[config.mk]
export PLATFORM = sky130hd
export DESIGN_NAME = matcher_list_loader
export DESIGN_NICKNAME = d
export VERILOG_FILES = /design/src/rtl/matcher_list_loader_pkg.sv /design/src/rtl/matcher_list_loader.sv
export SDC_FILE = /design/constraint.sdc
export NUM_CORES = 1
export LEC_CHECK = 0
export BUFFER_PORTS_ARGS = -buffer_cell sky130_fd_sc_hd__buf_2
export CORE_MARGIN = 2
export CORE_UTILIZATION = 49
export DETAILED_ROUTE_END_ITERATION = 7
export PLACE_DENSITY = 0.8
export SLEW_MARGIN = 15
export SYNTH_ARGS = -nofsm -noshare
export SYNTH_HDL_FRONTEND = slang
export SYNTH_SLANG_ARGS = --single-unit
[constraint.sdc]
create_clock -name fclk -period 3.4 [get_ports fclk]
set_clock_uncertainty 0.1 [all_clocks]
set_input_delay 0.34 -clock fclk [delete_from_list [all_inputs] [get_ports fclk]]
set_output_delay 0.34 -clock fclk [all_outputs]
set_load 0.02 [all_outputs]
[src/rtl/matcher_list_loader_pkg.sv]
// Shared definitions for the matcher list loader.
// Holds the loader FSM state encoding so other matcher blocks can decode it.
package matcher_list_loader_pkg;

  // Loader control states
  typedef enum logic [1:0] {
    IDLE = 2'd0,
    LOAD = 2'd1,
    DONE = 2'd2
  } state_t;

endpackage

[src/rtl/matcher_list_loader.sv]
// matcher_list_loader: streams a list of entries from a valid/ready source
// into a list memory. Every accepted beat is written one cycle later at
// FILTER_INDEX + entry index. Over- and under-length streams are flagged.
// Optional feature: define MATCHER_LOADER_CHECKSUM_EN to add a running XOR
// checksum output over the entries written by the current load.
module matcher_list_loader
  import matcher_list_loader_pkg::*;
#(
  parameter int LIST_WIDTH   = 10,
  parameter int DATA_WIDTH   = 64,
  parameter int FILTER_INDEX = 0
) (
  input  logic                  fclk,
  input  logic                  rstn,
  input  logic                  start,
  input  logic [LIST_WIDTH:0]   length,
  input  logic                  s_valid,
  output logic                  s_ready,
  input  logic [DATA_WIDTH-1:0] s_data,
  input  logic                  s_last,
  output logic                  wr_en,
  output logic [LIST_WIDTH:0]   wr_addr,
  output logic [DATA_WIDTH-1:0] wr_data,
  output logic                  busy,
  output logic                  done,
  output logic                  err_short,
  output logic                  err_long,
`ifdef MATCHER_LOADER_CHECKSUM_EN
  output logic [DATA_WIDTH-1:0] checksum,
`endif
  output logic [LIST_WIDTH:0]   count
);

  // Largest loadable list (2**LIST_WIDTH entries) and the address base
  localparam logic [LIST_WIDTH:0] LIST_MAX   = {1'b1, {LIST_WIDTH{1'b0}}};
  localparam logic [LIST_WIDTH:0] FILTER_OFS = FILTER_INDEX[LIST_WIDTH:0];
  localparam logic [LIST_WIDTH:0] ONE        = {{LIST_WIDTH{1'b0}}, 1'b1};

  // Requested length saturates at the list capacity
  function automatic logic [LIST_WIDTH:0] clamp_len(input logic [LIST_WIDTH:0] l);
    return (l > LIST_MAX) ? LIST_MAX : l;
  endfunction

  state_t                state, state_n;
  logic [LIST_WIDTH:0]   len_q;
  logic [LIST_WIDTH:0]   count_q;
  logic [LIST_WIDTH:0]   count_inc;
  logic                  start_ok;
  logic                  beat_ok;
  logic                  beat_final;
  logic                  beat_short;
  logic                  wr_en_p1;
  logic [LIST_WIDTH:0]   wr_addr_p1;
  logic [DATA_WIDTH-1:0] wr_data_p1;

  assign count_inc = count_q + ONE;

  // Handshake and status decode straight from the state register
  assign s_ready = (state == LOAD);
  assign busy    = (state == LOAD);
  assign done    = (state == DONE);
  assign count   = count_q;
  assign wr_en   = wr_en_p1;
  assign wr_addr = wr_addr_p1;
  assign wr_data = wr_data_p1;

  // Next-state and per-cycle event decode
  always_comb begin
    state_n    = state;
    start_ok   = 1'b0;
    beat_ok    = 1'b0;
    beat_final = 1'b0;
    beat_short = 1'b0;
    case (state)
      IDLE: begin
        if (start) begin
          start_ok = 1'b1;
          state_n  = (length == '0) ? DONE : LOAD;
        end
      end
      LOAD: begin
        if (s_valid) begin
          beat_ok = 1'b1;
          if (count_inc == len_q) begin
            beat_final = 1'b1;
            state_n    = DONE;
          end else if (s_last) begin
            beat_short = 1'b1;
            state_n    = DONE;
          end
        end
      end
      DONE:    state_n = IDLE;
      default: state_n = IDLE;
    endcase
  end

  // State register
  always_ff @(posedge fclk or negedge rstn) begin
    if (!rstn) state <= IDLE;
    else       state <= state_n;
  end

  // Load bookkeeping: length, entry count and error flags
  always_ff @(posedge fclk or negedge rstn) begin
    if (!rstn) begin
      len_q     <= '0;
      count_q   <= '0;
      err_short <= 1'b0;
      err_long  <= 1'b0;
    end else if (start_ok) begin
      len_q     <= clamp_len(length);
      count_q   <= '0;
      err_short <= 1'b0;
      err_long  <= 1'b0;
    end else if (beat_ok) begin
      count_q <= count_inc;
      if (beat_short)             err_short <= 1'b1;
      if (beat_final && !s_last)  err_long  <= 1'b1;
    end
  end

  // Stage p1: registered memory write, address/data hold between writes
  always_ff @(posedge fclk or negedge rstn) begin
    if (!rstn) begin
      wr_en_p1   <= 1'b0;
      wr_addr_p1 <= '0;
      wr_data_p1 <= '0;
    end else begin
      wr_en_p1 <= beat_ok;
      if (beat_ok) begin
        wr_addr_p1 <= FILTER_OFS + count_q;
        wr_data_p1 <= s_data;
      end
    end
  end

`ifdef MATCHER_LOADER_CHECKSUM_EN
  // Running XOR taken at accept time so it already covers the last entry when done rises
  always_ff @(posedge fclk or negedge rstn) begin
    if (!rstn)         checksum <= '0;
    else if (start_ok) checksum <= '0;
    else if (beat_ok)  checksum <= checksum ^ s_data;
  end
`endif

endmodule

==> out/metrics.yaml <==
antenna_found_initial: 0
synthCells: 487
ant_nets: 0
vias: 3811
route.detailed.drc: 0
postCtsSetupRepairBufs: 0
ios: 172
cts_buffers: 9
timing.fmax_mhz: 382
gr-usage-met3_pct: 4.15
root_buffer: "clkbuf_8"
drive_gt1_share_pct: 31.0
post-route-util_pct: 63.2
slew_viol_final: 0
ctsResizeCount: 0
power_density_nw_per_um2: 869
die_h_um: 98.3
first_pass_iters: 4
setup-violations-final: 0
arrival_ns: 2.77
met2_usage_pct: 34.4
yosys-top-cells-area: "dfrtp_1 59%, nand2_1 21%, o21ai_0 2.8%"
die_x_um: 98.3
ys.flop_type: "dfrtp_1"
synth_top_area_cell: "dfrtp_1"
hp-class: "primary input to flip-flop"
ys_seq_area_share_pct: 58.6
startpoint_type: "flip-flop"
period_minus_slack_ns: 2.62
clock_path_buffers: 2
synthMostInstantiatedCell: "nand2_1"
cts_max_level: 3
hold_viol_final: 0
gr-usage-met1_pct: 29.0
syn_nets: 568
drt_iter0_drc: 142
avgViaCountPerCell: 5.02
dp_hpwl_um: 7390
grt_max_degree: 58
avgRoutedWirePerCell_um: 13.5
cts.sinks: 102
ys_ff_latch: 102
placed_cells: 742
synth-edff-count: 0
clock_latency_ns: 0.36
finalNonFillerCells: 759
grtUsageTotal_pct: 21.5
synth_area_um2: 4360
busiest_layer: "met2"
worst_pin_slew_ns: 0.698
finalCritPeriodShare_pct: 76.9
dieArea_um2: 9660
cts_tree: "done"
maxCapViolCount: 0
ys_warn_count: 0
status: "finished, final reports clean"
grt-ovfl-total: 0
place_congestion: 0.797
synth_cell_type_count: 43
core_area_um2: 8680
finalSetupTns_ns: 0
rows: 34
async_flop_share_pct: 100
crit_required_ns: 3.55
wl_um: 10200
relSlewSlack_pct: 53.5
final_nets: 727
cp-end-kind: "flip-flop"
clk_pin_slew_ns: 0.10
grt_pass1_wl_um: 17000
area_growth_pct: 25.9
grt_pass1_vias: 3738
ir_worst_vdd_uv: 447
diodes: 0
leakage_nw: 3.07
yosysTopAreaCellShare_pct: 58.6
start_util_pct: 50.2
cp_max_fo: 10
rsz0062_at_grt: "false"
synth.avg_cell_area_um2: 8.94
yosys-top-cells-count: "238 x nand2_1, 102 x dfrtp_1, 24 x o21ai_0, 23 x clkbuf_1, 12 x xnor2_1"
fillerInstances: 765
power.total_mw: 4.76
port_buffers: 171
critical_path_class: "flip-flop to flip-flop"
[placed cells by master (no fill, tap or decap), types with 2 or more instances in the layout]
master	netlist	final
nand4_1	4	4
buf_2	4	170
o41ai_1	2	2
nor2_1	10	10
o21ai_0	24	24
a22o_1	4	4
xor2_1	2	2
nand2b_1	8	8
inv_1	4	4
xnor2_1	12	12
o31ai_1	4	4
o211ai_1	2	2
o21a_1	2	2
dfrtp_1	102	102
buf_4	2	6
clkinvlp_4	0	4
nor3_1	2	2
and3_1	2	2
clkbuf_1	23	2
clkbuf_8	0	9
nand2_1	238	237
nand3_1	6	6
nor2b_1	2	2
a31oi_1	4	4
nor4_1	4	4
[metrics by stage]
stage,setup slack [ns],hold WS [ns],area [um^2]
2_1_floorplan,0.862,-0.0556,4360
3_3_place_gp,0.885,0.335,5280
3_5_place_dp,0.800,0.342,5280
4_1_cts,0.785,0.0413,5490
5_1_grt,0.621,0.0399,5490
6_report,0.784,0.0573,5490
[sequential cells by signal, summed over array words and instances, names as in the netlist]
register / count
wr_addr: 11
wr_en: 1
state: 2
err_long: 1
len_q: 11
err_short: 1
wr_data: 64
count: 11
[metal layers]
layer	vias to the layer above	share of wire (%)
met1	1792	44
met5	-	0
met4	0	2.2
li1	1868	-
met3	18	5.5
met2	133	49
[what timing repair did]
action | 4_1_cts | 5_1_grt
endpoints found under the setup margin | 0 | 0
hold buffers | 1 | 0
hold endpoints to repair | 55 | 0
[area by class of cell]
type,count,area [um^2],area share (%)
repair buffers,178,926,16.9
flip-flops and latches,102,2550,46.5
clock buffers,11,131,2.40
multi-input cells,350,1660,30.3
inverters,5,18.8,0.342
well taps,108,135,2.46
clock inverters,5,60.1,1.09
[final timing paths]
check | from | to | slack, ns | depth (start not counted)
min in group asynchronous | rstn | len_q[7]$_DFFE_PN0P_ | 0.48 | 2
max reg2reg | count[2]$_DFFE_PN0P_ | err_short$_DFFE_PN0P_ | 0.78 | 6
max in group asynchronous | rstn | wr_addr[0]$_DFFE_PN0P_ | 1.93 | 3
min | s_data[11] | wr_data[11]$_DFFE_PN0P_ | 0.06 | 3
min reg2reg | wr_addr[5]$_DFFE_PN0P_ | wr_addr[5]$_DFFE_PN0P_ | 0.38 | 2
max | count[2]$_DFFE_PN0P_ | err_short$_DFFE_PN0P_ | 0.78 | 6
[worst max-delay path, cell delays in order, from the launching register on]
cell,delay (ns)
dfrtp_1,0.53
nand3_2,0.21
o21a_1,0.24
or4b_4,0.53
a2111oi_4,0.37
o2111ai_2,0.23
a32o_2,0.31
[power breakdown]
part	internal, mW	total [mW]	switching, mW
sequential	1.68	1.96	0.284
combinational	0.714	2.05	1.33
clock	0.341	0.754	0.412
[cells by family after synthesis]
family / count (synthesis) / synth area share [%]
DFF: 102 / 58.6
AOI/OAI and AO/OA: 50 / 7.99
buffers and inverters: 35 / 3.30
and+or+nand+nor: 284 / 26.7
xor gates and xnor gates: 14 / 2.82
adders and majority gates: 1 / 0.287
muxes: 1 / 0.259
(Power assumes the default switching activity.)
